--- src/rtl/vga_pkg.sv ---
// Shared types, default 800x480 timing and width helpers for the VGA stream timing block.
package vga_pkg;

    typedef enum logic [1:0] {
        SEEK   = 2'd0,
        ARMED  = 2'd1,
        LOCKED = 2'd2
    } lock_state_t;

    localparam int DEF_HDISP  = 800;
    localparam int DEF_VDISP  = 480;
    localparam int DEF_HFP    = 40;
    localparam int DEF_HPULSE = 48;
    localparam int DEF_HBP    = 40;
    localparam int DEF_VFP    = 13;
    localparam int DEF_VPULSE = 3;
    localparam int DEF_VBP    = 29;
    localparam int DEF_PIX_W  = 24;

    function automatic int cnt_w(input int n);
        return (n > 1) ? $clog2(n) : 1;
    endfunction

endpackage

--- src/rtl/vga_stream_timing_if.sv ---
// Valid/ready pixel stream with start-of-frame marker.
interface vga_stream_timing_if #(
    parameter int PIX_W = 24
) ();

    logic             pix_valid;
    logic             pix_sof;
    logic [PIX_W-1:0] pix_data;
    logic             pix_ready;

    modport master (
        output pix_valid, pix_sof, pix_data,
        input  pix_ready
    );

    modport slave (
        input  pix_valid, pix_sof, pix_data,
        output pix_ready
    );

endinterface

--- src/rtl/vga_raster_cnt.sv ---
// Horizontal/vertical raster counters with active, sync and first-pixel decodes.
module vga_raster_cnt
    import vga_pkg::*;
#(
    parameter int HDISP  = DEF_HDISP,
    parameter int VDISP  = DEF_VDISP,
    parameter int HFP    = DEF_HFP,
    parameter int HPULSE = DEF_HPULSE,
    parameter int HBP    = DEF_HBP,
    parameter int VFP    = DEF_VFP,
    parameter int VPULSE = DEF_VPULSE,
    parameter int VBP    = DEF_VBP
) (
    input  logic                      clk,
    input  logic                      rst,
    output logic                      active,
    output logic                      hsync,
    output logic                      vsync,
    output logic                      first,
    output logic [cnt_w(HDISP)-1:0]   x,
    output logic [cnt_w(VDISP)-1:0]   y
);

    localparam int HT = HDISP + HFP + HPULSE + HBP;
    localparam int VT = VDISP + VFP + VPULSE + VBP;
    localparam int HW = cnt_w(HT);
    localparam int VW = cnt_w(VT);
    localparam int XW = cnt_w(HDISP);
    localparam int YW = cnt_w(VDISP);

    logic [HW-1:0] hcnt_q, hcnt_d;
    logic [VW-1:0] vcnt_q, vcnt_d;
    logic [HW-1:0] hoff;
    logic [VW-1:0] voff;

    always_comb begin
        hcnt_d = hcnt_q + HW'(1);
        vcnt_d = vcnt_q;
        if (hcnt_q == HW'(HT - 1)) begin
            hcnt_d = '0;
            vcnt_d = (vcnt_q == VW'(VT - 1)) ? '0 : vcnt_q + VW'(1);
        end
    end

    always_ff @(posedge clk) begin
        if (rst) begin
            hcnt_q <= '0;
            vcnt_q <= '0;
        end else begin
            hcnt_q <= hcnt_d;
            vcnt_q <= vcnt_d;
        end
    end

    // Active region sits at the end of each line and frame.
    assign active = (hcnt_q >= HW'(HT - HDISP)) && (vcnt_q >= VW'(VT - VDISP));
    assign first  = (hcnt_q == HW'(HT - HDISP)) && (vcnt_q == VW'(VT - VDISP));
    assign hsync  = (hcnt_q >= HW'(HFP)) && (hcnt_q < HW'(HFP + HPULSE));
    assign vsync  = (vcnt_q >= VW'(VFP)) && (vcnt_q < VW'(VFP + VPULSE));
    assign hoff   = hcnt_q - HW'(HT - HDISP);
    assign voff   = vcnt_q - VW'(VT - VDISP);
    assign x      = XW'(hoff);
    assign y      = YW'(voff);

endmodule

--- src/rtl/vga_stream_timing.sv ---
// VGA timing generator that locks a valid/ready pixel stream to the raster.
// Define VGA_STREAM_STATS_EN to add the saturating underflow_cnt port.
module vga_stream_timing
    import vga_pkg::*;
#(
    parameter int               HDISP    = DEF_HDISP,
    parameter int               VDISP    = DEF_VDISP,
    parameter int               HFP      = DEF_HFP,
    parameter int               HPULSE   = DEF_HPULSE,
    parameter int               HBP      = DEF_HBP,
    parameter int               VFP      = DEF_VFP,
    parameter int               VPULSE   = DEF_VPULSE,
    parameter int               VBP      = DEF_VBP,
    parameter int               PIX_W    = DEF_PIX_W,
    parameter logic             HS_POL   = 1'b0,
    parameter logic             VS_POL   = 1'b0,
    parameter logic [PIX_W-1:0] BG_COLOR = '0
) (
    input  logic                     pixel_clk,
    input  logic                     pixel_rst,
    vga_stream_timing_if.slave       pix,
    output logic                     vga_clk,
    output logic                     vga_hs,
    output logic                     vga_vs,
    output logic                     vga_blank,
    output logic [PIX_W-1:0]         vga_rgb,
    output logic [cnt_w(HDISP)-1:0]  pos_x,
    output logic [cnt_w(VDISP)-1:0]  pos_y,
    output logic                     frame_start,
    output logic                     locked,
    output logic                     underflow
`ifdef VGA_STREAM_STATS_EN
    ,
    output logic [15:0]              underflow_cnt
`endif
);

    localparam int XW = cnt_w(HDISP);
    localparam int YW = cnt_w(VDISP);

    logic          active, hsync, vsync, first;
    logic [XW-1:0] x;
    logic [YW-1:0] y;

    lock_state_t      state_q, state_d;
    logic             hs_q, hs_d, vs_q, vs_d, blank_q, blank_d;
    logic [PIX_W-1:0] rgb_q, rgb_d;
    logic [XW-1:0]    pos_x_q, pos_x_d;
    logic [YW-1:0]    pos_y_q, pos_y_d;
    logic             fs_q, fs_d, uf_q, uf_d;
    logic             ready;
    logic             take_sof;

    vga_raster_cnt #(
        .HDISP(HDISP), .VDISP(VDISP),
        .HFP(HFP), .HPULSE(HPULSE), .HBP(HBP),
        .VFP(VFP), .VPULSE(VPULSE), .VBP(VBP)
    ) u_raster (
        .clk(pixel_clk), .rst(pixel_rst),
        .active(active), .hsync(hsync), .vsync(vsync),
        .first(first), .x(x), .y(y)
    );

    assign take_sof = pix.pix_valid && pix.pix_sof;

    always_comb begin
        state_d = state_q;
        rgb_d   = active ? BG_COLOR : '0;
        uf_d    = 1'b0;
        ready   = 1'b0;
        unique case (state_q)
            SEEK: begin
                ready = !take_sof;
                if (take_sof) state_d = ARMED;
            end
            ARMED: begin
                ready = first;
                if (first) begin
                    if (take_sof) begin
                        rgb_d   = pix.pix_data;
                        state_d = LOCKED;
                    end else begin
                        state_d = SEEK;
                    end
                end
            end
            LOCKED: begin
                ready = active;
                // sof must coincide exactly with the first pixel of the frame
                if (active) begin
                    if (pix.pix_valid && (pix.pix_sof == first)) begin
                        rgb_d = pix.pix_data;
                    end else begin
                        uf_d    = 1'b1;
                        state_d = SEEK;
                    end
                end
            end
            default: state_d = SEEK;
        endcase
        if (pixel_rst) ready = 1'b0;
    end

    always_comb begin
        hs_d    = hsync ? HS_POL : !HS_POL;
        vs_d    = vsync ? VS_POL : !VS_POL;
        blank_d = active;
        pos_x_d = active ? x : '0;
        pos_y_d = active ? y : '0;
        fs_d    = first;
    end

    always_ff @(posedge pixel_clk) begin
        if (pixel_rst) begin
            state_q <= SEEK;
            hs_q    <= !HS_POL;
            vs_q    <= !VS_POL;
            blank_q <= 1'b0;
            rgb_q   <= '0;
            pos_x_q <= '0;
            pos_y_q <= '0;
            fs_q    <= 1'b0;
            uf_q    <= 1'b0;
        end else begin
            state_q <= state_d;
            hs_q    <= hs_d;
            vs_q    <= vs_d;
            blank_q <= blank_d;
            rgb_q   <= rgb_d;
            pos_x_q <= pos_x_d;
            pos_y_q <= pos_y_d;
            fs_q    <= fs_d;
            uf_q    <= uf_d;
        end
    end

`ifdef VGA_STREAM_STATS_EN
    logic [15:0] ucnt_q, ucnt_d;

    always_comb begin
        ucnt_d = ucnt_q;
        if (uf_d && (ucnt_q != 16'hFFFF)) ucnt_d = ucnt_q + 16'd1;
    end

    always_ff @(posedge pixel_clk) begin
        if (pixel_rst) ucnt_q <= '0;
        else           ucnt_q <= ucnt_d;
    end

    assign underflow_cnt = ucnt_q;
`endif

    assign pix.pix_ready = ready;
    assign vga_clk       = pixel_clk;
    assign vga_hs        = hs_q;
    assign vga_vs        = vs_q;
    assign vga_blank     = blank_q;
    assign vga_rgb       = rgb_q;
    assign pos_x         = pos_x_q;
    assign pos_y         = pos_y_q;
    assign frame_start   = fs_q;
    assign locked        = (state_q == LOCKED);
    assign underflow     = uf_q;

endmodule

--- src/flat_wrapper.sv ---
// flat-port wrapper written by rule: the top's interface ports become plain ports
module vga_stream_timing_flat import vga_pkg::*;
#(
    parameter int               HDISP    = DEF_HDISP,
    parameter int               VDISP    = DEF_VDISP,
    parameter int               HFP      = DEF_HFP,
    parameter int               HPULSE   = DEF_HPULSE,
    parameter int               HBP      = DEF_HBP,
    parameter int               VFP      = DEF_VFP,
    parameter int               VPULSE   = DEF_VPULSE,
    parameter int               VBP      = DEF_VBP,
    parameter int               PIX_W    = DEF_PIX_W,
    parameter logic             HS_POL   = 1'b0,
    parameter logic             VS_POL   = 1'b0,
    parameter logic [PIX_W-1:0] BG_COLOR = '0
)
  (pixel_clk, pixel_rst, vga_clk, vga_hs, vga_vs, vga_blank, vga_rgb, pos_x, pos_y, frame_start, locked, underflow, pix_pix_valid, pix_pix_sof, pix_pix_data, pix_pix_ready);
  vga_stream_timing_if #(.PIX_W(PIX_W)) pix_i ();
  input  logic pixel_clk;
  input  logic pixel_rst;
  output logic vga_clk;
  output logic vga_hs;
  output logic vga_vs;
  output logic vga_blank;
  output logic [PIX_W-1:0] vga_rgb;
  output logic [cnt_w(HDISP)-1:0] pos_x;
  output logic [cnt_w(VDISP)-1:0] pos_y;
  output logic frame_start;
  output logic locked;
  output logic underflow;
  input wire logic [$bits(pix_i.pix_valid)-1:0] pix_pix_valid;
  input wire logic [$bits(pix_i.pix_sof)-1:0] pix_pix_sof;
  input wire logic [$bits(pix_i.pix_data)-1:0] pix_pix_data;
  output wire logic [$bits(pix_i.pix_ready)-1:0] pix_pix_ready;
  assign pix_i.pix_valid = pix_pix_valid;
  assign pix_i.pix_sof = pix_pix_sof;
  assign pix_i.pix_data = pix_pix_data;
  assign pix_pix_ready = pix_i.pix_ready;
  vga_stream_timing #(.HDISP(HDISP), .VDISP(VDISP), .HFP(HFP), .HPULSE(HPULSE), .HBP(HBP), .VFP(VFP), .VPULSE(VPULSE), .VBP(VBP), .PIX_W(PIX_W), .HS_POL(HS_POL), .VS_POL(VS_POL), .BG_COLOR(BG_COLOR)) u_core (.pixel_clk(pixel_clk), .pixel_rst(pixel_rst), .pix(pix_i), .vga_clk(vga_clk), .vga_hs(vga_hs), .vga_vs(vga_vs), .vga_blank(vga_blank), .vga_rgb(vga_rgb), .pos_x(pos_x), .pos_y(pos_y), .frame_start(frame_start), .locked(locked), .underflow(underflow));
endmodule
--- config.mk ---
export PLATFORM = sky130hd
export DESIGN_NAME = vga_stream_timing_flat
export DESIGN_NICKNAME = d
export VERILOG_FILES = /design/src/rtl/vga_pkg.sv /design/src/rtl/vga_stream_timing_if.sv /design/src/rtl/vga_raster_cnt.sv /design/src/rtl/vga_stream_timing.sv /design/src/flat_wrapper.sv
export SDC_FILE = /design/constraint.sdc
export NUM_CORES = 1
export LEC_CHECK = 0
export ABC_AREA = 1
export CAP_MARGIN = 20
export CORE_ASPECT_RATIO = 0.6
export CORE_MARGIN = 2
export CORE_UTILIZATION = 50
export CTS_BUF_LIST = sky130_fd_sc_hd__clkbuf_4 sky130_fd_sc_hd__clkbuf_8
export DETAILED_ROUTE_END_ITERATION = 6
export HOLD_SLACK_MARGIN = 0.1
export PLACE_DENSITY = 0.82
export SLEW_MARGIN = 20
export SYNTH_ARGS = -nofsm -noshare
export SYNTH_HDL_FRONTEND = slang
export SYNTH_SLANG_ARGS = --single-unit
--- constraint.sdc ---
create_clock -name pixel_clk -period 2.4 [get_ports pixel_clk]
set_input_delay 0.48 -clock pixel_clk [delete_from_list [all_inputs] [get_ports pixel_clk]]
set_output_delay 0.48 -clock pixel_clk [all_outputs]
set_load 0.01 [all_outputs]
Word-level counts from Yosys, hierarchy flattened:

Index checks and enable logic that the tools add are counted.

* magnitude comparators: 6
* equal/unequal tests: 11
* $add $sub $neg: 4
* mux-type cells: 17
* bitwise logic cells: 2
* reduce and logical (&&, ||, !) cells: 12

Operators with widths (count)
* $mux W24: 4
* $pmux W24 S2: 1
* $add A10 B1 Y10 const B: 2
* $eq A10 B10 Y1 const B: 2
* $ge A10 B6 Y1 const B: 2
* $eq A10 B6 Y1 const B: 1
* $eq A10 B8 Y1 const B: 1
* $ge A10 B4 Y1 const B: 1
* $ge A10 B8 Y1 const B: 1
* $lt A10 B5 Y1 const B: 1
* $lt A10 B7 Y1 const B: 1
* $mux W10: 1
* $mux W2: 5
* $sub A10 B8 Y10 const B: 1
* $sub A9 B6 Y9 const B: 1
* $logic_and A1 B1 Y1: 6
* $ne A2 B1 Y1 const B: 3
* $pmux W2 S3: 1
* $mux W1: 4
* $reduce_and A4 Y1: 1
* $reduce_or A2 Y1: 2
* $pmux W1 S3: 1
* $reduce_or A3 Y1: 1
* $eq A2 B1 Y1 const B: 1
* 6 further kinds: 7

* register bits after elaboration: 70
* input bits: 28
* output and inout bits: 51
* word-level logic and storage cells: 63

Longest topological paths before layout:

Gate-level depths: netlist of the first run.

* word-level depth: 7
* mapped depth: 14
* mapped depth without buffers: 14

Modules after synthesis:

A second synthesis of the first run with hierarchy kept.

* cells, all modules: 407
* area, all modules: 3266.9 um2

Modules (own cells, without submodules)
* vga_stream_timing: cells each 191, area each 1754.2 um2, sequential area each 1001.0 um2, instances 1
* vga_raster_cnt: cells each 216, area each 1512.7 um2, sequential area each 400.4 um2, instances 1

==> results of run 1 <==
-- routing by layer --
| layer | wire length, um | part of all wire (%) | vias to the layer above |
|---|---|---|---|
| met2 | 3860 | 47 | 103 |
| met3 | 484 | 5.9 | 22 |
| li1 | - | - | 1407 |
| met1 | 3690 | 45 | 1323 |
| met4 | 223 | 2.7 | 0 |
| met5 | 0 | 0 | - |
-- flip-flops by register name (all words and copies together), names as in the netlist --
name	count
u_core.frame_start	1
u_core.u_raster.vcnt_q	10
u_core.vga_vs	1
u_core.underflow	1
u_core.u_raster.hcnt_q	10
u_core.pos_y	9
u_core.vga_rgb	24
u_core.state_q	2
u_core.pos_x	10
u_core.vga_hs	1
u_core.vga_blank	1
-- worst max-delay path, stage by stage --
cell and delay (ns):
clkbuf_8 0.11, clkbuf_8 0.12, clkdlybuf4s50_1 0.46
-- stage by stage --
step                instance area, sq um  TNS (ns)  std cells  total power, uW  setup slack [ns]
floorplan                           3030         0        367             1560             0.338
global placement                    4060   -0.0322        541             1710           -0.0322
detailed placement                  4060    -0.102        541             1740            -0.102
CTS                                 4430  -0.00566        571             2800          -0.00566
global route                        4450   -0.0760        571             2940           -0.0655
finish                              4450         0        571             2800            0.0336
-- power by group through the flow --
stage	clock [uW]	sequential, uW	combinational (uW)
floorplan	34.3	1220	305
finish	1100	1200	498
global placement	42.4	1220	448
global route	1180	1200	550
CTS	1120	1200	482
detailed placement	42.4	1230	466
-- synthesized netlist by cell type, drive strengths merged, types with 4 or more instances --
library cell / n
buf: 10
ha: 13
nor2: 51
nand2: 76
nor3: 9
xor2: 7
nand3: 16
inv: 46
nand4: 4
dfxtp: 70
nor4: 4
a21oi: 42
o21ai: 6
-- layout make-up --
type	count	area share (%)
clock buffer	14	4.10
multi-input combinational	238	32.4
tap	80	2.25
clock inverter	6	1.40
inverter	47	4.13
timing repair buffer	116	24.1
sequential	70	31.6
-- placed cells by master (no fill, tap or decap), types with 2 or more instances in the layout --
master and n:
nor2_2 10, o21ai_0 5, a21oi_2 21, inv_1 34, a21oi_1 21, nor2_1 36
xor2_1 7, nand4_1 3, dfxtp_2 3, nand3_1 11, buf_4 37, clkinvlp_4 3
ha_1 10, nand3_2 5, nand2_1 67, nand2_2 6, nor2_4 5, nand2_4 3
inv_2 9, nor3_1 7, clkinv_2 2, ha_4 2, nor4_1 4, clkdlybuf4s50_1 77
dfxtp_1 67, o22ai_1 2, inv_4 3, clkbuf_8 12, nor3_2 2
-- repair_timing --
item / in CTS / in global routing
setup buffers: 11 / 0
resized for setup: 26 / 6
hold buffers: 0 / 0
pin swaps: 8 / 3
endpoints found under the setup margin: 1 / 7
-- kinds of logic (layout without fill, tap and decap cells) --
kind of cell / after synthesis / in the layout
and+or+nand+nor: 163 / 163
DFF: 70 / 70
buffers and inverters: 59 / 183
AOI/OAI and AO/OA: 54 / 54
adders and majority gates: 13 / 13
xor gates and xnor gates: 8 / 8
-- how the worst max path moves through the flow --
stage                          endpoint  slack, ns
after floorplan           pix_pix_ready       0.34
after global placement    pix_pix_ready      -0.03
after detailed placement  pix_pix_ready      -0.10
after CTS                 pix_pix_ready     -0.006
after global routing      pix_pix_ready      -0.07
final                           vga_clk       0.03
==> impl_results.md, run 1 <==
* Sequential share of the synthesized area at between 40% and 50%
* Ant diodes at 0
* Layout cells sized above 1 at 27.1%
* Share of the synthesized area in the top cell type at 46.2%
* Mean routed wirelength per cell at 14.5 um
* Worst r2r dst: u_core.state_q[0]
* Num ports at 79
* Hold EP: u_core.u_raster.hcnt_q[0]
* Iter 0 DRT Violations at between 150 and 200
* Crit start category: clock port
* Cell count of the worst reg-to-reg path at 18
* GRT busiest layer: met2
* Syn_area_per_cell at 8.27 sq um
* Skew final at about 0.009 ns
* Worst hold start: u_core.u_raster.hcnt_q[0]
* Synth Area in Compound Gates at 11.9%
* Req. time, crit path at 1.92 ns
* Cell-internal power at around 2000 uW
* Crit share post-route at a little over nine tenths
* Final Hold Violating Endpoints at 0
* Die Ht at 64.3 um
* Post-Synth Simple-Gate Area at 25.8%
* M2 GR Usage at 40.3%
* Multiplexer area fraction after synthesis at 0%
* Reg2Reg Launch Point: u_core.u_raster.vcnt_q[2]
* First-pass GRT wire length at between 10000 and 15000 um
* Final antenna-violating net count at 0
* Reg clk slew, reported paths at about 0.07 ns
* Post-synthesis instance total at between 300 and 400
* Die footprint at about 0.0067 sq mm
* Final core occ at 78.1%
* CTS tree: built
* CP startpoint: pixel_clk
* Final nets at 527
* Sw frac at 28.8%
* GP Congestion at ~0.94
* Fmax at between 400 and 500 MHz
* Cell taking the most area after synthesis: dfxtp_1
* P&R area growth vs syn at 46.8%
* Via count at 2855
* Peak supply drop at 0.595 mV
* Ys flop type: dfxtp_1
* Normalized max-slew margin at 71.2%
* Syn nets at 408
* Leading cell types by total area after synthesis: dfxtp_1 (46%), nand2_1 (8.3%), a21oi_2 (5.8%)
* Combinational power share at 17.8%
* Adder-cell share of the synthesized area at between 5 and 6%
* Reg2Reg Setup Slack at 0.10 ns
* Clock power frac at between 30% and 40%
* Initial antenna violation count at 0
* PD cells at between 600 and 700 mW/mm^2
* Crit path kind: clock port to primary output
* Xor/xnor cell area share of the yosys netlist at around 2.3%
* Vias in the first global route at 2783
* Hold Crit Depth at 1
* Post-synth design cell area at 0.00303 sq mm
* Port Buffers at 78
* Largest family of logic cells by synthesized area: simple AND/OR/NAND/NOR gates
* DR pass1 iterations at 4
* Number of core rows at 21
* Chip width at 105 um
* Core box area at roughly 0.0057 sq mm
* Gr ovfl total at 0
* Max-cap violations at 0
* Total wire length at 8260 um
* Synth Warn # at 0
* Worst Max-Slew Pin Slew at 0.427 ns
* Sequential cell area at 0.00141 sq mm
* Final hold slack at 0.454 ns
* Vias per cell at about 5
* Dpl hpwl at 5710 um
* RSZ-0062 raised after global routing: true
* Multi-input logic area at ~0.0014 sq mm
* DRC errors left at 0
* Initial core utilization at 53.2%
* Max-slew violation count at 0
* Ys async rst share at 0%
* Worst min-delay path class: flop to flop
* Clk Latency, worst-skew pair at 0.45 ns
* Cell variety after synth at 34
* Worst Path Arrival at 1.89 ns
* #FFs+latches synth at 70
* Register share of total power at between 40% and 50%
* Net load switching power at 809 uW
* Final setup fails at 0
* Fill cells at 380
* Pin count of the biggest net entering global routing at 25
* Number of synthesized flops with an enable pin at 0
* Setup crit end kind: primary output
* Status: finished clean
* GR met1 Demand/Resource at 32.6%
* Final min period at 2.37 ns
* Static Leak at 0.00185 uW
* Met3 Resource Use GR at approximately 7.2%
* All-Layer GR Usage at 25.9%
* Critical path fanouts, max at 2
No activity file was read; power rests on OpenSTA's default activity.
==> inputs of run 2 (changes only) <==
--- a/config.mk
+++ b/config.mk
@@ -7,7 +7,7 @@
 export LEC_CHECK = 0
 export ABC_AREA = 1
 export CAP_MARGIN = 20
-export CORE_ASPECT_RATIO = 0.6
+export CORE_ASPECT_RATIO = 0.7
 export CORE_MARGIN = 2
 export CORE_UTILIZATION = 50
 export CTS_BUF_LIST = sky130_fd_sc_hd__clkbuf_4 sky130_fd_sc_hd__clkbuf_8
==> impl_results.md, run 2 (synthesis gave the netlist of run 1 again) <==
* Largest delay share family, worst path: flip-flops
* Buf+Inv Stages, Crit Path at 3
* Final setup fails at 1
* Dpl hpwl at about 5200 um
* Crit start category: flop
* Final hold slack at around 0.46 ns
* Vias per cell at 5.01
* Setup crit end kind: primary output
* Fin area at 0.00447 sq mm
* Initial antenna violation count at 0
* Chip width at 97.1 um
* RSZ-0062 raised after global routing: true
* Worst r2r dst: u_core.u_raster.vcnt_q[7]
* Reg2Reg Setup Slack at 0.36 ns
* Reg2Reg Launch Point: u_core.u_raster.hcnt_q[1]
* Commonest non-fill, non-tap cell in the layout: clkdlybuf4s50_1
* Sum of negative setup slack at -0.0464 ns
* CTS Hold Bufs at 0
* Hold EP: u_core.u_raster.hcnt_q[0]
* Post-placement cell area at between 0.004 and 0.005 sq mm
* Ant diodes at 0
* Gr ovfl total at 0
* Initial core utilization at between 50% and 60%
* Violated checks: negative setup slack
* Skew final at 0.00471 ns
* Static Leak at 0.00184 uW
* Fmax at 409 MHz
* Normalized max-slew margin at 70.3%
* Vias in the first global route at 2734
* Num ports at 79
* Final antenna-violating net count at 0
* CTS tree: built
* All-Layer GR Usage at 24.8%
* DRC errors left at 0
* DR pass1 iterations at 4
* Number of core rows at 23
* Port Buffers at 78
* Crit-path slowest cell: dfxtp_4
* Via count at 2822
* CP peak stage delay at ~0.36 ns
* First-pass GRT wire length at 13100 um
* Peak supply drop at ~0.65 mV
* Die Ht at between 60 and 70 um
* P&R area growth vs syn at 47.4%
* Layout cells sized above 1 at a little over a quarter
* Worst Max-Slew Pin Slew at 0.442 ns
* Final min period at 2.45 ns
* Most frequent cells in the layout: clkdlybuf4s50_1 (77), dfxtp_1 (67), nand2_1 (66)
* Max-cap violations at 0
* Worst Path Arrival at 1.97 ns
* GP Congestion at approximately 0.87
* Final Hold Violating Endpoints at 0
* Req. time, crit path at between 1.5 and 2 ns
* Crit share post-route at 102%
* Pin count of the biggest net entering global routing at 25
* Reg clk slew, reported paths at 0.07 ns
* Iter 0 DRT Violations at 135
* Worst-path cell chain: buf_12, ha_4, inv_2, nor2_4, a21oi_2, nand2_2, nand2_2, nor2_4, a211oi_2, nor3_1, buf_2
* Worst min-delay path class: flop to flop
* PD cells at 673 mW/mm^2
* Final core occ at between 70 and 80%
* Hold Crit Depth at 1
* Clk Latency, worst-skew pair at approximately 0.46 ns
* Total wire length at 8020 um
* Final nets at 524
* Status: finished with violations
* Fin worst setup slack at -0.0464 ns
* Cell count of the worst reg-to-reg path at 12
* Die footprint at 0.00672 sq mm
* Max reg flops at 24
* Max-slew violation count at 0
* Crit path kind: flop to primary output
* Critical path fanouts, max at 2
* Worst hold start: u_core.u_raster.hcnt_q[0]
* Mean routed wirelength per cell at between 10 and 15 um
* Core box area at about 0.0058 sq mm
-- run 2: repair_timing --
item	in CTS	in global routing
setup endpoints to repair	1	1
pin swaps	10	3
gates resized for setup	25	4
buffers inserted	10	0
-- run 2: worst max-delay path by stage --
| stage | from | to | cells past startpoint |
|---|---|---|---|
| finish | u_core.u_raster.vcnt_q[0] | pix_pix_ready | 11 |
| global route | u_core.u_raster.vcnt_q[0] | pix_pix_ready | 11 |
| CTS | u_core.u_raster.vcnt_q[0] | pix_pix_ready | 12 |
| detailed placement | pix_pix_valid | pix_pix_ready | 7 |
| global placement | pix_pix_valid | pix_pix_ready | 7 |
| floorplan | u_core.u_raster.vcnt_q[0] | pix_pix_ready | 11 |
-- run 2: per-layer routing --
layer  up-vias  part of all wire, %  GRT usage [%]
met5         -                    0              0
met4         0                  2.1           9.23
met3        20                  6.4           8.17
met2        92                   48           39.5
li1       1396                    -              -
met1      1314                   44           31.5
-- run 2: per-stage QoR --
| stage | instances | setup WS (ns) | total power (uW) |
|---|---|---|---|
| after global placement | 534 | -0.0397 | 1730 |
| after global routing | 563 | -0.111 | 3150 |
| after CTS | 563 | 0.00388 | 3030 |
| after detailed placement | 534 | -0.0694 | 1750 |
| final | 563 | -0.0464 | 3010 |
| after floorplan | 367 | 0.338 | 1560 |
-- run 2: worst reg2reg max path, cell delays in order (launching register included) --
cell and delay, ns:
dfxtp_1 0.39, ha_1 0.21, nand2_1 0.06, inv_1 0.07
nand2_1 0.10, inv_2 0.10, nand4_2 0.15, nor2_1 0.23
nand3_1 0.18, nor2_1 0.23, nand3_1 0.10, nand2_1 0.08
nor2_1 0.04
-- run 2: power by group --
| part | switching [uW] | internal, uW | total [uW] |
|---|---|---|---|
| clock network | 487 | 834 | 1320 |
| logic | 294 | 197 | 491 |
| registers | 18.3 | 1180 | 1200 |
-- run 2: final cells by class --
| cell class | count | area (sq um) |
|---|---|---|
| Fill cell | 375 | 1310 |
| Tap cell | 75 | 93.8 |
| Clock inverter | 6 | 110 |
| Clock buffer | 14 | 183 |
| Timing Repair Buffer | 113 | 1060 |
| Sequential cell | 70 | 1410 |
| Inverter | 47 | 181 |
| Multi-Input combinational cell | 238 | 1440 |
==> inputs of run 3 (changes only) <==
--- a/config.mk
+++ b/config.mk
@@ -9,11 +9,11 @@
 export CAP_MARGIN = 20
 export CORE_ASPECT_RATIO = 0.7
 export CORE_MARGIN = 2
-export CORE_UTILIZATION = 50
+export CORE_UTILIZATION = 40
 export CTS_BUF_LIST = sky130_fd_sc_hd__clkbuf_4 sky130_fd_sc_hd__clkbuf_8
 export DETAILED_ROUTE_END_ITERATION = 6
 export HOLD_SLACK_MARGIN = 0.1
-export PLACE_DENSITY = 0.82
+export PLACE_DENSITY = 0.68
 export SLEW_MARGIN = 20
 export SYNTH_ARGS = -nofsm -noshare
 export SYNTH_HDL_FRONTEND = slang
==> impl_results.md, run 3 (synthesis gave the netlist of run 1 again) <==
* PD cells at between 500 and 600 mW/mm^2
* Clk Latency, worst-skew pair at 0.45 ns
* Chip width at 108 um
* P&R area growth vs syn at 47.1%
* Sw frac at 28.2%
* Final Hold Violating Endpoints at 0
* Tot Pwr at 2670 uW
* Pin count of the biggest net entering global routing at 25
* Register share of total power at between 40% and 50%
* Iter 0 DRT Violations at 107
* Skew final at about 0.0083 ns
* Num ports at 79
* Final hold slack at about 0.46 ns
* Vias in the first global route at around 2500
* Initial core utilization at 41.5%
* Clock power frac at between 30% and 40%
* Setup crit end kind: flop
* Combinational power share at 18.0%
* Initial antenna violation count at 0
* Net load switching power at 753 uW
* Final nets at 529
* Critical path fanouts, max at 4
* Ant diodes at 0
* CTS Hold Bufs at 0
* Worst Path Arrival at 2.70 ns
* Crit path kind: flop to flop
* Crit share post-route at 98.9%
* Commonest non-fill, non-tap cell in the layout: clkdlybuf4s50_1
* Final antenna-violating net count at 0
* Total wire length at 7590 um
* Die footprint at 0.00831 sq mm
* Max-cap violations at 0
* Die Ht at 76.9 um
* Fmax at 421 MHz
* Vias per cell at 4.62
* Req. time, crit path at approximately 2.7 ns
* Core box area at 0.00732 sq mm
* Peak supply drop at around 0.5 mV
* First-pass GRT wire length at 12200 um
* Via count at 2719
* Worst Max-Slew Pin Slew at 0.442 ns
* Crit start category: flop
* GP Congestion at 0.878
* Cell-internal power at 1920 uW
* Status: finished clean
* Static Leak at 0.00184 uW
* Normalized max-slew margin at 70.2%
* Most frequent cells in the layout: clkdlybuf4s50_1 (77), nand2_1 (66), dfxtp_1 (65)
* DRC errors left at 0
* Final min period at approximately 2.4 ns
* Final setup fails at 0
* Post-place setup slack at -0.0935 ns
* Reg clk slew, reported paths at 0.07 ns
* All-Layer GR Usage at 19.1%
* Mean routed wirelength per cell at between 10 and 15 um
* Max reg flops at 24
* Dpl hpwl at around 5300 um
* Number of core rows at 26
* Port Buffers at slightly below 80
* Fin worst setup slack at 0.0253 ns
* Sum of negative setup slack at 0 ns
* Max-slew violation count at 0
* Layout cells sized above 1 at 27.1%
* RSZ-0062 raised after global routing: true
* Worst min-delay path class: flop to flop
* DR pass1 iterations at 4
* CTS tree: built
* Gr ovfl total at 0
[run 3: changes by cell type in the layout (fill, tap and decap cells not counted), sizes merged]
cell,delta
clkinvlp,-2
clkinv,+1
clkbuf,+1
bufinv,-3
buf,+5
[run 3: path summary, 6_finish.rpt]
| kind | from | endpoint | slack [ns] | depth (start not counted) |
|---|---|---|---|---|
| setup / recovery | u_core.u_raster.vcnt_q[0] | u_core.pos_y[8] | 0.03 | 18 |
| setup reg to reg | u_core.u_raster.vcnt_q[0] | u_core.pos_y[8] | 0.03 | 18 |
| hold reg to reg | u_core.u_raster.hcnt_q[0] | u_core.u_raster.hcnt_q[0] | 0.46 | 1 |
| hold / removal | u_core.u_raster.hcnt_q[0] | u_core.u_raster.hcnt_q[0] | 0.46 | 1 |
[run 3: final cells by class]
type / instances / area [sq um]
fill: 644 / 2860
multi-input combinational: 238 / 1450
sequential: 70 / 1410
timing repair buffer: 118 / 1090
clock buffer: 15 / 203
inverter: 47 / 181
tap: 98 / 123
clock inverter: 2 / 10.0
[run 3: power groups by stage]
stage | Sequential (uW) | Combinational, uW | Clock (uW)
6_report | 1200 | 480 | 996
5_1_grt | 1200 | 551 | 1080
4_1_cts | 1200 | 482 | 1020
3_5_place_dp | 1230 | 474 | 42.4
3_3_place_gp | 1220 | 464 | 42.4
2_1_floorplan | 1220 | 305 | 34.3
[run 3: critical path, cell delays in order, from the launching register on]
cell and delay (ns):
dfxtp_4 0.39, inv_4 0.04, ha_4 0.15, inv_2 0.06, nand2_2 0.06, nand2_2 0.08
nand2_2 0.08, buf_4 0.14, buf_4 0.12, buf_4 0.12, buf_4 0.12, buf_4 0.12
buf_4 0.12, buf_4 0.12, buf_4 0.12, buf_4 0.14, nand2_4 0.06, xor2_2 0.15
nor2_1 0.05
[run 3: per-layer routing]
layer	vias to the layer above	global-route usage, %	part of all wire [%]
met1	1230	25.8	47
li1	1407	-	-
met5	-	0	0
met2	73	28.6	46
met3	9	5.53	5.8
met4	0	7.31	0.91
[run 3: stage by stage]
step / area (sq um) / cells / utilization (%)
detailed placement: 4050 / 555 / 55.4
global placement: 4050 / 555 / 55.4
CTS: 4410 / 587 / 60.2
global route: 4460 / 588 / 61.0
floorplan: 3030 / 367 / -
finish: 4460 / 588 / 61.0
[run 3: repair_timing]
item                                    4_1_cts  5_1_grt
setup buffers                                16        1
endpoints found under the hold margin         0        0
endpoints found under the setup margin        1        2
gates resized for setup                      20       12
pin swaps                                     9        4
cloned                                        0        0
